**src/rtl/wb_arbiter_2m.sv**
```systemverilog
// Two-master to one-slave pipelined Wishbone arbiter: round-robin grant held for
// the whole bus cycle, with outstanding requests drained before ownership changes.
module wb_arbiter_2m #(
  parameter int WB_AW           = 12,
  parameter int WB_DW           = 32,
  parameter int MAX_OUTSTANDING = 4,
  localparam int WB_SL          = WB_DW / 8,
  localparam int CW             = $clog2(MAX_OUTSTANDING + 1)
) (
  input  logic             clk_i,
  input  logic             rst_ni,
  // master 0: instruction-cache refill
  input  logic             m0_cyc_i,
  input  logic             m0_stb_i,
  input  logic             m0_we_i,
  input  logic [WB_AW-1:0] m0_adr_i,
  input  logic [WB_DW-1:0] m0_dat_i,
  input  logic [WB_SL-1:0] m0_sel_i,
  output logic             m0_stall_o,
  output logic             m0_ack_o,
  output logic             m0_err_o,
  output logic [WB_DW-1:0] m0_dat_o,
  // master 1: data cache / uncached data
  input  logic             m1_cyc_i,
  input  logic             m1_stb_i,
  input  logic             m1_we_i,
  input  logic [WB_AW-1:0] m1_adr_i,
  input  logic [WB_DW-1:0] m1_dat_i,
  input  logic [WB_SL-1:0] m1_sel_i,
  output logic             m1_stall_o,
  output logic             m1_ack_o,
  output logic             m1_err_o,
  output logic [WB_DW-1:0] m1_dat_o,
  // shared slave
  output logic             s_cyc_o,
  output logic             s_stb_o,
  output logic             s_we_o,
  output logic [WB_AW-1:0] s_adr_o,
  output logic [WB_DW-1:0] s_dat_o,
  output logic [WB_SL-1:0] s_sel_o,
  input  logic             s_stall_i,
  input  logic             s_ack_i,
  input  logic             s_err_i,
  input  logic [WB_DW-1:0] s_dat_i,
  // observability
  output logic [1:0]       dbg_state_o,
  output logic [CW-1:0]    dbg_count_o
);

  // Handshake: a request is accepted on a cycle where cyc & stb & !stall;
  // every accepted request is answered by exactly one ack or err cycle.

  typedef enum logic [1:0] {
    IDLE  = 2'd0,
    OWN0  = 2'd1,
    OWN1  = 2'd2,
    DRAIN = 2'd3
  } state_t;

  localparam logic [CW-1:0] CNT_MAX = CW'(MAX_OUTSTANDING);

  state_t        state;
  logic          last_grant;
  logic [CW-1:0] count;
  logic [CW-1:0] cnt_next;
  logic          cnt_zero;
  logic          cnt_full;
  logic          inc;
  logic          dec;

  assign cnt_zero = (count == '0);
  assign cnt_full = (count == CNT_MAX);

  always_comb begin
    s_cyc_o    = 1'b0;
    s_stb_o    = 1'b0;
    s_we_o     = 1'b0;
    s_adr_o    = '0;
    s_dat_o    = '0;
    s_sel_o    = '0;
    m0_stall_o = 1'b1;
    m1_stall_o = 1'b1;
    m0_ack_o   = 1'b0;
    m1_ack_o   = 1'b0;
    m0_err_o   = 1'b0;
    m1_err_o   = 1'b0;
    case (state)
      OWN0: begin
        s_cyc_o    = m0_cyc_i | ~cnt_zero;
        s_stb_o    = m0_cyc_i & m0_stb_i & ~cnt_full;
        s_we_o     = m0_we_i;
        s_adr_o    = m0_adr_i;
        s_dat_o    = m0_dat_i;
        s_sel_o    = m0_sel_i;
        m0_stall_o = s_stall_i | cnt_full;
        m0_ack_o   = s_ack_i;
        m0_err_o   = s_err_i;
      end
      OWN1: begin
        s_cyc_o    = m1_cyc_i | ~cnt_zero;
        s_stb_o    = m1_cyc_i & m1_stb_i & ~cnt_full;
        s_we_o     = m1_we_i;
        s_adr_o    = m1_adr_i;
        s_dat_o    = m1_dat_i;
        s_sel_o    = m1_sel_i;
        m1_stall_o = s_stall_i | cnt_full;
        m1_ack_o   = s_ack_i;
        m1_err_o   = s_err_i;
      end
      // responses to an abandoned cycle are swallowed here
      DRAIN: s_cyc_o = 1'b1;
      default: ;
    endcase
  end

  assign m0_dat_o = s_dat_i;
  assign m1_dat_o = s_dat_i;

  // A response arriving with nothing outstanding is a slave fault; the count
  // saturates at zero rather than wrapping.
  assign inc = s_stb_o & ~s_stall_i;
  assign dec = s_ack_i | s_err_i;

  always_comb begin
    cnt_next = count;
    if (inc && !dec)
      cnt_next = count + CW'(1);
    else if (dec && !inc && !cnt_zero)
      cnt_next = count - CW'(1);
  end

  always_ff @(posedge clk_i or negedge rst_ni) begin
    if (!rst_ni) begin
      state      <= IDLE;
      last_grant <= 1'b1;
      count      <= '0;
    end else begin
      count <= cnt_next;
      case (state)
        IDLE: begin
          if (m0_cyc_i && m1_cyc_i) begin
            if (last_grant) begin
              state      <= OWN0;
              last_grant <= 1'b0;
            end else begin
              state      <= OWN1;
              last_grant <= 1'b1;
            end
          end else if (m0_cyc_i) begin
            state      <= OWN0;
            last_grant <= 1'b0;
          end else if (m1_cyc_i) begin
            state      <= OWN1;
            last_grant <= 1'b1;
          end
        end
        OWN0: begin
          if (!m0_cyc_i)
            state <= (cnt_next == '0) ? IDLE : DRAIN;
        end
        OWN1: begin
          if (!m1_cyc_i)
            state <= (cnt_next == '0) ? IDLE : DRAIN;
        end
        DRAIN: begin
          if (cnt_next == '0)
            state <= IDLE;
        end
        default: state <= IDLE;
      endcase
    end
  end

  assign dbg_state_o = state;
  assign dbg_count_o = count;

endmodule

```
**config.mk**
```make
export PLATFORM = sky130hd
export DESIGN_NAME = wb_arbiter_2m
export DESIGN_NICKNAME = d
export VERILOG_FILES = /design/src/rtl/wb_arbiter_2m.sv
export SDC_FILE = /design/constraint.sdc
export NUM_CORES = 1
export LEC_CHECK = 0
export CAP_MARGIN = 20
export CORE_AREA = 2 2 102 104
export CTS_CLUSTER_DIAMETER = 60
export CTS_CLUSTER_SIZE = 14
export DETAILED_ROUTE_END_ITERATION = 10
export DIE_AREA = 0 0 104 106
export DONT_BUFFER_PORTS = 1
export GPL_TIMING_DRIVEN = 0
export PLACE_DENSITY = 0.34
export SYNTH_ARGS = -nofsm -noshare
export SYNTH_HDL_FRONTEND = slang
export SYNTH_SLANG_ARGS = --single-unit
```
**constraint.sdc**
```tcl
create_clock -name clk_i -period 2.1 [get_ports clk_i]
set_input_delay 0.63 -clock clk_i [delete_from_list [all_inputs] [get_ports clk_i]]
set_output_delay 0.63 -clock clk_i [all_outputs]
set_load 0.005 [all_outputs]
```
# Yosys cells after proc, flatten, opt, wreduce, memory -nomap -nowiden
# Cells that the tools add are included.
# word_totals
elab_cells,65
ff_bits,6
# classes
eq_ne,8
n_reduce_logical,13
n_mux,27
addsub,2
bitwise,12
# ops
operator,count
one-hot mux 32 bit (2 select lines),1
one-hot mux 12 bit (2 select lines),1
2-to-1 mux 2 bit,8
2-to-1 mux 1 bit,10
one-hot mux 2 bit (4 select lines),1
one-hot mux 4 bit (2 select lines),1
zero test 3 bit,2
2-to-1 mux 3 bit,2
!= test 2 bit (second input constant),3
AND 1 bit,5
== test 2 bit (second input constant),2
logical AND 1 bit,4
!= test 4 bit (second input constant),1
bitwise OR 1 bit,4
one-hot mux 1 bit (2 select lines),2
AND reduction 4 bit,1
adder 3 x 1 -> 3 bit (second input constant),1
== test 3 bit (second input constant),1
zero test 1 bit,3
inverter 1 bit,3
one-hot mux 1 bit (3 select lines),1
nonzero test 3 bit,1
subtractor 3 x 1 -> 3 bit (second input constant),1
== test 2 x 1 -> 1 bit (second input constant),1
2 further kinds,2

# Logic depth before layout (Yosys ltp)
# logic_depth
ltp_word,14
depth_mapped,9
depth_no_buf,8

# Worst setup path after synthesis
# OpenSTA, ideal clock, no wires.
# synth_path
path_type,register -> output
from,"register state[0], in the netlist dbg_state_o[0]"
to,output port s_adr_o[0]
t_arrival_ns,1.644
path_stages_with_launch,8
required_time_ns,1.470
path_slack_ns,-0.174
cell_sequence,dfrtp_1 inv_1 ha_1 buf_2 clkbuf_1 buf_1 a22oi_1 nor2b_1
# synth_via
elab_chain_len,2
word_cells_on_any_way,3
# synth_rtl
item,line,rtl
"start, declared",62,state_t state;
"start signal, assigned",159,state <= (cnt_next == '0) ? IDLE : DRAIN;
"start signal, assigned",163,state <= (cnt_next == '0) ? IDLE : DRAIN;
== test 2 bit / == test 2 x 1 -> 1 bit (equally long branches),87,case (state)
one-hot mux 12 bit (2 select lines) (*),87,
"end, declared",38,"output logic [WB_AW-1:0] s_adr_o,"
# Mark *: on every way between the ends. The rest lies on a longest branch, timed or not.

# Worst setup path in the final report
# layout_path
from,"register state[0], in the netlist dbg_state_o[0]"
to,"register state[1], in the netlist dbg_state_o[1]"
# layout_via
elab_chain_len,12
word_cells_on_any_way,22
# layout_rtl
item,line,rtl
== test 2 bit / == test 2 x 1 -> 1 bit (equally long branches),"87, 139",
one-hot mux 1 bit (2 select lines),87,
AND 1 bit,121,assign inc = s_stb_o & ~s_stall_i;
zero test 1 bit,128,else if (dec && !inc && !cnt_zero)
logical AND 1 bit (2 in series),128,
2-to-1 mux 3 bit,128,
2-to-1 mux 3 bit,126,if (inc && !dec)
zero test 3 bit,"159, 163, 166",
2-to-1 mux 2 bit,"159, 163",
"2-to-1 mux 2 bit, on equally long branches","162, 158",
one-hot mux 2 bit (4 select lines),139,case (state)
# Several ways; a longest one is shown, not always the timed one. The select of a mux whose other input is x is not followed.
# A chain may end at the register's enable or synchronous reset.

==> metrics.md <==
| Metric | Value |
|---|---|
| Status | finished with violations |
| Failing checks | setup timing |
| Dpl hpwl | 6110 um |
| Worst Path Max Fanout | 5 |
| Initial antenna violation count | 0 |
| Num CTS Buffers | 3 |
| Yosys warns | 0 |
| First-pass GRT wire length | 10800 um |
| Ant. Diodes | 0 |
| Largest family of logic cells by synthesized area | compound AO/OA/AOI/OAI gates |
| Max_cap viols | 0 |
| DRC | 0 |
| Crit start category | register |
| Multi-input logic area | 0.00174 mm^2 |
| WL per Instance | 19.4 um |
| Reg2reg setup slack | -220 ps |
| Worst flop-to-flop path endpoint | dbg_state_o[1]$_DFFE_PN0P_ |
| Slew headroom | 0.653 |
| Hold slack final | between 100 and 150 ps |
| Comb pwr share | 0.897 |
| Number of H-tree levels | 1 |
| Layout Nets | ~430 |
| XOR/XNOR Fraction of Synth Area | 0 |
| Ports | between 200 and 300 |
| M1 WL | 3110 um |
| Die height | approximately 110 um |
| Final worst slack | -215 ps |
| DRT antenna net count | 0 |
| Die area | 0.0110 mm^2 |
| Via-to-Cell Ratio | between 4 and 5 |
| Number of global-route vias before repair | about 1900 |
| CTS tree | yes |
| Bufs on Longest Clock Path | 2 |
| Top sig layer | met4 |
| Core box area | around 0.01 mm^2 |
| Initial DRC count | 53 |
| Register area | 156 um^2 |
| Final GP Congestion | 0.734 |
| WL final | 8060 um |
| Mapped cell area | 0.00191 mm^2 |
| # setup viols final | 53 |
| Yosys cell types | between 40 and 50 |
| Initial core utilization | 0.191 |
| Critical path origin | dbg_state_o[0]$_DFFE_PN0P_ |
| Clock sink count | 6 |
| Largest net degree at the start of global routing | 11 |
| Clk pin slew, worst setup/hold paths | 40 ps |
| DP Worst Slack | -660 ps |
| Post-layout min period | 2320 ps |
| Internal power | 2.89 mW |
| Area share of and/or/nand/nor cells after synthesis | 0.253 |
| NetSw | approximately 2.2 mW |
| PwrDens | 1590 mW/mm^2 |
| Final instance area | about 0.0032 mm^2 |
| Clock power frac | 0.036 |
| Slew Viols, Final | 0 |
| Hold-fix buffers, CTS | 0 |
| RSZ-0062 raised after global routing | yes |
| Final hold violations | 0 |
| Total power | 5.09 mW |
| Syn Inst Count | around 260 |
| Crit Reg-Reg Startpoint | dbg_state_o[0]$_DFFE_PN0P_ |
| Root buffer cell | clkbuf_8 |
| CP endpoint kind | register |
| Via count | 1997 |
| Fillers | between 1000 and 1500 |
| Maximum vdd drop | 534 uV |
| FMAX | about 0.43 GHz |
| Adder-cell share of the synthesized area | 0.0588 |
| Layout cell share with drive strength beyond 1 | 0.792 |
| HP Class | in -> async |
| TritonRoute pass-1 iters | 4 |
| Register share of total power | 0.067 |
| I/O Buffers | 0 |
| Seq/Total Area, Yosys | 0.0791 |
| Synthesized flop and latch total | 6 |
| Site Rows | 37 |
| Part of the cycle the worst path needs | 1.10 |
| CP endpoint | dbg_state_o[1]$_DFFE_PN0P_ |
| Mux cell area share after synthesis | 0.00523 |
| Net Sw Frac | 0.431 |
| Worst Path Arrival | 2460 ps |
| Req. time, crit path | 2240 ps |
| Pleak | around 1.2 nW |
| Die W | 104 um |
| Routed wl met3 | 559 um |
| Clock latency on the worst-skew pair | roughly 220 ps |
| Total Routing Usage GR | 0.122 |
| Reg2reg path depth | 9 |
| Post-placement cell area | roughly 0.0021 mm^2 |
| Routed wl met2 | 4380 um |
| GRT overflow | 0 |
| Compound-Gate Fraction of Synth Area | 0.304 |
| Post-Syn Nets | around 410 |
| Area Overhead vs Synth | 67.5% |
| Setup Skew | 4.50 ps |
| Setup CP Type | reg -> reg |
| Mean Syn Cell Area | 7.42 um^2 |
| Worst Tran Pin Value | 520 ps |
worst min-delay path by stage:
stage	from	end	slack, ps	depth (start not counted)
2_1_floorplan	rst_ni	dbg_count_o[0]$_DFF_PN0_	330	0
3_3_place_gp	rst_ni	dbg_state_o[0]$_DFFE_PN0P_	330	0
3_5_place_dp	rst_ni	dbg_state_o[0]$_DFFE_PN0P_	330	0
4_1_cts	rst_ni	dbg_count_o[1]$_DFF_PN0_	100	0
5_1_grt	rst_ni	dbg_count_o[1]$_DFF_PN0_	80	0
6_report	rst_ni	dbg_count_o[1]$_DFF_PN0_	100	0
critical path, cell delays in order, from the launching register on:
cell and delay (ps):
dfrtp_2 470, inv_4 120, ha_4 230, buf_6 140, nand4b_1 160, nand2_1 150
a221oi_4 340, o22ai_4 150, or3_4 360, a21oi_2 120
cells by family after synthesis:
family / after synthesis
buf+inv: 88
simple gates: 80
compound gates: 74
fa+ha+maj: 9
flops: 6
mux: 1
cell type report:
cell class / instances / share of cell area
Multi-Input combinational cell: 164 / 0.542
Buffer: 77 / 0.223
Timing Repair Buffer: 23 / 0.112
Tap cell: 136 / 0.0531
Sequential cell: 6 / 0.0488
Clock buffer: 4 / 0.0141
Inverter: 5 / 0.00742
flip-flops by register name (all words and copies together), names as in the netlist:
register and flops:
dbg_count_o 3, dbg_state_o 2, last_grant 1
metrics by stage:
stage                      util  setup TNS [ps]  cells
after floorplan               -            -113    258
final                     0.321           -4860    415
after global routing      0.321           -9200    415
after global placement    0.211          -22270    394
after detailed placement  0.211          -22940    394
after CTS                 0.283           -6550    406
cells in the final DEF, fill, tap and decap left out, drive strengths merged:
cell type	netlist	layout
and3	1	1
ha	9	9
a31oi	1	1
dfstp	1	1
a2111oi	2	2
nor3b	3	3
a21o	1	1
clkbuf	14	14
a221oi	2	2
mux2i	1	1
and4b	1	1
and2	4	4
a31o	1	1
and3b	1	1
inv	5	5
o22ai	1	1
nand4b	1	1
a22o	1	1
o211ai	1	1
nor2	9	9
nand2	4	4
nor2b	50	50
nand2b	1	1
nand4	1	1
a221o	1	1
dfrtp	5	5
buf	69	90
or3	1	1
nor3	1	1
a22oi	50	50
o21ai	3	3
a21boi	1	1
a21oi	6	6
a32o	1	1
a211oi	2	2
and4	2	2
per-layer routing:
layer	vias up	track usage
met5	-	0
met4	0	0.00869
met3	2	0.0208
met2	139	0.235
met1	954	0.146
li1	902	-
cells in the mapped netlist (all sizes together):
cell type   n  area [um^2]
a2111oi     2         36.3
a211oi      2         15.0
a21boi      1         7.51
a21o        1         7.51
a21oi       6         33.8
a221o       1         10.0
a221oi      2         30.0
a22o        1         8.76
a22oi      50          375
a31o        1         8.76
a31oi       1         6.26
a32o        1         10.0
and2        4         25.0
and3        1         6.26
and3b       1         8.76
and4        2         17.5
and4b       1         10.0
buf        69          502
clkbuf     14         53.8
dfrtp       5          125
dfstp       1         26.3
ha          9          113
inv         5         18.8
mux2i       1         10.0
nand2       4         15.0
nand2b      1         6.26
nand4       1         6.26
nand4b      1         8.76
nor2        9         33.8
nor2b      50          313
nor3        1         5.00
nor3b       3         22.5
o211ai      1         7.51
o21ai       3         18.8
o22ai       1         6.26
or3         1         6.26
power by group through the flow:
stage	clock network (mW)	logic, mW	registers, mW
2_1_floorplan	0	1.91	0.274
3_3_place_gp	0	2.47	0.311
3_5_place_dp	0	2.47	0.307
4_1_cts	0.186	3.75	0.339
5_1_grt	0.201	4.88	0.362
6_report	0.182	4.56	0.343
timing repair:
item,in CTS,in global routing
pin swaps,10,41
gates resized for setup,146,52
cloned,2,6
endpoints found under the setup margin,57,55
buffers inserted,8,8
(Power assumes the default switching activity.)
